--- config.mk ---
export PLATFORM = sky130hd
export DESIGN_NAME = pipe_register
export DESIGN_NICKNAME = d
export VERILOG_FILES = /design/src/rtl/pipe_register.sv
export SDC_FILE = /design/constraint.sdc
export NUM_CORES = 1
export LEC_CHECK = 0
export ABC_AREA = 1
export BUFFER_PORTS_ARGS = -buffer_cell sky130_fd_sc_hd__buf_2
export CAP_MARGIN = 0
export CORE_MARGIN = 2
export CORE_UTILIZATION = 45
export CTS_CLUSTER_DIAMETER = 100
export DETAILED_ROUTE_END_ITERATION = 10
export PLACE_DENSITY = 0.78
export SLEW_MARGIN = 10
export SYNTH_ARGS = -nofsm -noshare
export SYNTH_HDL_FRONTEND = slang
export SYNTH_SLANG_ARGS = --single-unit
--- constraint.sdc ---
create_clock -name clock -period 1.27 [get_ports clock]
set_input_delay 0.1905 -clock clock [delete_from_list [all_inputs] [get_ports clock]]
set_output_delay 0.1905 -clock clock [all_outputs]
set_load 0.02 [all_outputs]
--- src/rtl/pipe_register.sv ---
// Purpose : chain of Stages data registers, each with its own valid bit, handshaked valid/ready on both ends.
// Latency : a word accepted at edge k is presented on out_data after edge k+Stages-1; 1 word/cycle throughput.
// Backpr. : per-stage bubble collapsing; empty stages keep filling under a stalled output, in_ready drops only when full.
//
// Ports:
//   clock, reset_n          - single clock, asynchronous active-low reset (clears valids and data)
//   in_data/in_valid/in_ready    - upstream handshake
//   out_data/out_valid/out_ready - downstream handshake; out_ready reaches in_ready combinationally
//   flush                   - synchronous clear of every valid bit (data untouched, input word discarded)
//   count                   - occupancy; live only when PIPE_REGISTER_COUNT_EN is defined, otherwise tied to 0
//
// Optional build macro: PIPE_REGISTER_COUNT_EN enables the registered occupancy counter.

module pipe_register #(
  parameter int Width  = 32,
  parameter int Stages = 2
) (
  input  logic                          clock,
  input  logic                          reset_n,
  input  logic [Width-1:0]              in_data,
  input  logic                          in_valid,
  output logic                          in_ready,
  output logic [Width-1:0]              out_data,
  output logic                          out_valid,
  input  logic                          out_ready,
  input  logic                          flush,
  output logic [$clog2(Stages+1)-1:0]   count
);

  localparam int CntW = $clog2(Stages + 1);

  logic [Width-1:0]  d     [Stages];
  logic [Stages-1:0] v;
  logic [Stages-1:0] r;
  logic [Width-1:0]  up_d  [Stages];
  logic [Stages-1:0] up_v;
  logic              ready_chain;

  // A stage may load when it is empty or everything downstream of it can move.
  // Built as a running term inside one block so the chain is a plain
  // combinational cascade rather than a vector feeding back on itself.
  always_comb begin
    ready_chain = out_ready;
    r           = '0;
    for (int i = Stages - 1; i >= 0; i--) begin
      ready_chain = !v[i] | ready_chain;
      r[i]        = ready_chain;
    end
  end

  // Source of each stage: the input port for stage 0, the previous stage otherwise.
  always_comb begin
    up_v    = '0;
    up_v[0] = in_valid;
    up_d[0] = in_data;
    for (int i = 1; i < Stages; i++) begin
      up_v[i] = v[i-1];
      up_d[i] = d[i-1];
    end
  end

  always_ff @(posedge clock or negedge reset_n) begin
    if (!reset_n) begin
      v <= '0;
      for (int i = 0; i < Stages; i++) begin
        d[i] <= '0;
      end
    end else if (flush) begin
      v <= '0;
    end else begin
      for (int i = 0; i < Stages; i++) begin
        if (r[i]) begin
          v[i] <= up_v[i];
          // Data is don't-care while invalid, so only capture real words.
          if (up_v[i]) begin
            d[i] <= up_d[i];
          end
        end
      end
    end
  end

  assign in_ready  = r[0];
  assign out_valid = v[Stages-1];
  assign out_data  = d[Stages-1];

`ifdef PIPE_REGISTER_COUNT_EN
  logic [CntW-1:0] cnt;
  logic            in_xfer;
  logic            out_xfer;

  assign in_xfer  = in_valid & r[0];
  assign out_xfer = v[Stages-1] & out_ready;

  // Tracks popcount(v) incrementally: +1 on a lone input transfer,
  // -1 on a lone output transfer, flush overrides both.
  always_ff @(posedge clock or negedge reset_n) begin
    if (!reset_n) begin
      cnt <= '0;
    end else if (flush) begin
      cnt <= '0;
    end else begin
      case ({in_xfer, out_xfer})
        2'b10:   cnt <= cnt + CntW'(1);
        2'b01:   cnt <= cnt - CntW'(1);
        default: cnt <= cnt;
      endcase
    end
  end

  assign count = cnt;
`else
  assign count = '0;
`endif

endmodule
# ---- After elaboration in Yosys (flattened, before gate mapping)
# Cells that the tools add are included.
# W data, S select, Z words.
dict set report classes {
  n_bitwise 3
  muxes 3
  n_reduce_logical 6
}
# operator n
set ops {}
lappend ops {{$reduce_and A3 Y1} 2}
lappend ops {{$reduce_bool A2 Y1} 2}
lappend ops {{$logic_not A1 Y1} 2}
lappend ops {{$mux W1} 2}
lappend ops {{$mux W2} 1}
lappend ops {{$or A1 B1 Y1} 2}
lappend ops {{$not A1 Y1} 1}
dict set report totals {
  regBits 66
  in_bits 37
  wordCells 16
}

# ---- Logic depth before layout (Yosys ltp)
dict set report logic_depth {
  depth_word 5
  ltp_mapped 6
  ltp_nobuf 5
}

# ---- Worst setup path before layout
# No wires, ideal clock.
dict set report synth_path {
  kind {register -> register}
  start {reg v[1]}
  end {reg d[43] (netlist name)}
  path_slack_ps 148
  setup_ps 116
  synth_period_minus_slack_ps 1122
  stages_incl_launch_ff 5
  t_arrival_ps 1005
  path_cell_list {dfrtp_1 -> nand3_2 -> buf_2 -> nand3_1 -> nand2_1}
}
dict set report synth_via {
  elab_chain_len 4
}
# element line_no
set synth_lines {}
lappend synth_lines {{start, declared} 33} ;# logic [Stages-1:0] v;
lappend synth_lines {{start signal, assigned by index} 73} ;# v[i] <= up_v[i];
lappend synth_lines {{$logic_not A1 Y1} 46} ;# ready_chain = !v[i] | ready_chain;
lappend synth_lines {{$or A1 B1 Y1 (2 in a row)} 46}
lappend synth_lines {{via in_ready} 22} ;# output logic in_ready,
lappend synth_lines {{$reduce_and A3 Y1 (no source line)} --}
lappend synth_lines {{end signal, assigned by index} 76} ;# d[i] <= up_d[i];
lappend synth_lines {{end, declared} 32} ;# logic [Width-1:0] d [Stages];
# The timed path passes the listed nets, and every way through them passes these cells.
# A chain may end at the register's enable or synchronous reset.

# ---- Worst setup path in the final report
dict set report layout_path {
  start {reg v[1]}
  end {out out_valid}
}
# element line_no
set layout_rtl {}
lappend layout_rtl {{end, declared} 24} ;# output logic out_valid,
# No word-level cell between the ends.

==> reports/qor.yml <==
powerDensity_nw_per_um2: 1580
r2r-start: "v[1]$_DFFE_PN0P_"
status: "completed"
critPathMaxFanout: 3
timing.fmax_ghz: 0.790
synth_area_leader_cell: "dfrtp_1"
insertion_delay_ns: 0.34
synth-seq-cells: 66
worstHoldPathType: "input pin to flip-flop"
cp-startpoint: "v[1]$_DFFE_PN0P_"
finalPower_mw: 5.19
num_rows: 29
viasPerCell: 4.77
post-route-period-util: 0.997
fp.dieH_um: 84.7
gp_congestion: 0.762
hp-start: "in_data[7]"
dieArea_sq_um: 7180
antenna_found_initial: 0
htreeDepth: 3
vias: 2129
hpwl_mm: 4.00
cts_tree: "yes"
wirelength_mm: 5.99
cts.sinks: 66
cts.path.max_buffers: 2
setup_slack_ns: 0.00422
drc: 0
numCtsBuffers: 9
synth_top_area_share: 0.563
ys_warn_count: 0
rsz0062_at_grt: "true"
avgRoutedWirePerCell_um: 13.4
start_kind: "flip-flop"
grt_pass1_vias: 2250
die_w_um: 84.7
path_clk_slew_ns: 0.08
netlist_instances: 322
placed_area_sq_um: 3080
synth_cell_types: 12
drt_first_pass_iters: 4
finalSetupViolCount: 0
drive_above_1_share: 0.276
synth-seq-area-share: 0.563
grt_max_degree: 67
max_cap_violations: 0
worstPathRequired_ns: 1.08
syn_area_per_cell_sq_um: 9.11
overflow: 0
grt_usage: 0.187
fin_setup_tns_ns: 0
crit_type: "flip-flop to output pin"
leakage_nw: 1.86
cts-root-buf: "clkbuf_8"
yosys-top-cells-area: "dfrtp_1 (56%), nand2_1 (17%), nand3_1 (11%)"
final_area_sq_um: 3300
synth_area_sq_um: 2930
dp_worst_setup_slack_ns: 0.130
vdd_drop_max_mv: 0.643
synthToLayoutAreaGrowth_pct: 12.3
arrival_ns: 1.08
fin_nets: 401
drtIter0Drc: 184
fin_util: 0.522
initial_core_util: 0.465
diodes: 0
core_sq_um: 6310
grt_pass1_wl_mm: 10.3
fin_skew_ns: 0.00581
io_pins: 73
post-route-min-period_ns: 1.27
ant_nets: 0
portBuffers: 70
hold_viol: 0
critical_path.endpoint_type: "output pin"
slew_violations: 0
## where the power goes
part	switching [mW]	internal, mW
logic	0.676	0.365
registers	0.190	2.45
clock network	0.812	0.698
## timing repair
action / in CTS / in global routing
hold buffers: 1 / 0
setup buffers: 2 / 0
endpoints found under the hold margin: 66 / 0
endpoints found under the setup margin: 1 / 16
gates resized for setup: 3 / 1
pin swaps: 1 / 0
## layout make-up
class / count / area (sq um)
clock inverters: 7 / 46.3
fillers: 621 / 3020
multi-input cells: 202 / 893
inverters: 3 / 11.3
well taps: 77 / 96.3
flip-flops and latches: 66 / 1650
clock buffers: 9 / 124
repair buffers: 82 / 473
## registers in the layout, indices dropped and copies added (netlist names)
register,flops
v,2
out_data,32
d,32
## cells by family after synthesis
kind of cell | count (synthesis) | synth area share
buf+inv | 55 | 0.139
flops | 66 | 0.563
compound gates | 2 | 0.00341
simple gates | 198 | 0.293
other cells | 1 | 0.00128
## metal layers
layer	global-route usage	up-vias	share of wire
met3	0.0482	11	0.064
li1	-	1070	-
met5	0	-	0
met1	0.232	978	0.42
met2	0.301	70	0.49
met4	0.0952	0	0.022
## worst max-delay path, cell delays in order, from the launching register on
cell,delay (ns)
dfrtp_1,0.43
buf_4,0.16
buf_4,0.15
## stage by stage
step                hold WS (ns)  instances
CTS                       0.0594        446
detailed placement         0.237        427
global route              0.0673        446
global placement           0.228        427
floorplan                 -0.105        323
finish                    0.0706        446
## cells in the mapped netlist, drive strengths merged
cell	count
buf	52
nand3	65
dfrtp	66
inv	3
conb	1
nor2	2
nand2	131
a21oi	2
## path summary, 6_finish.rpt
kind | endpoint | slack, ns | depth (start not counted)
worst min register to register | out_data[18]$_DFFE_PN0P_ | 0.46 | 2
worst max register to register | out_data[9]$_DFFE_PN0P_ | 0.09 | 4
min in group asynchronous | out_data[23]$_DFFE_PN0P_ | 0.38 | 3
max in group asynchronous | out_data[19]$_DFFE_PN0P_ | 0.59 | 3
worst max-delay path | out_valid | 0.004 | 2
worst min-delay path | d[39]$_DFFE_PN0P_ | 0.07 | 3
## layout by cell type, fill, tap and decap left out
cell and count:
nand2_1 129, buf_2 68, dfrtp_1 66, nand3_1 64, buf_4 11, clkbuf_8 9, inv_1 3, clkinvlp_4 3
clkinv_2 3, nor2_4 2, a21oi_1 2, conb_1 2, buf_12 2, nand3_4 1, nand2_8 1, nand2_4 1
clkinv_4 1, dlygate4sd3_1 1
Note: power is estimated with default switching activity, not from simulation.
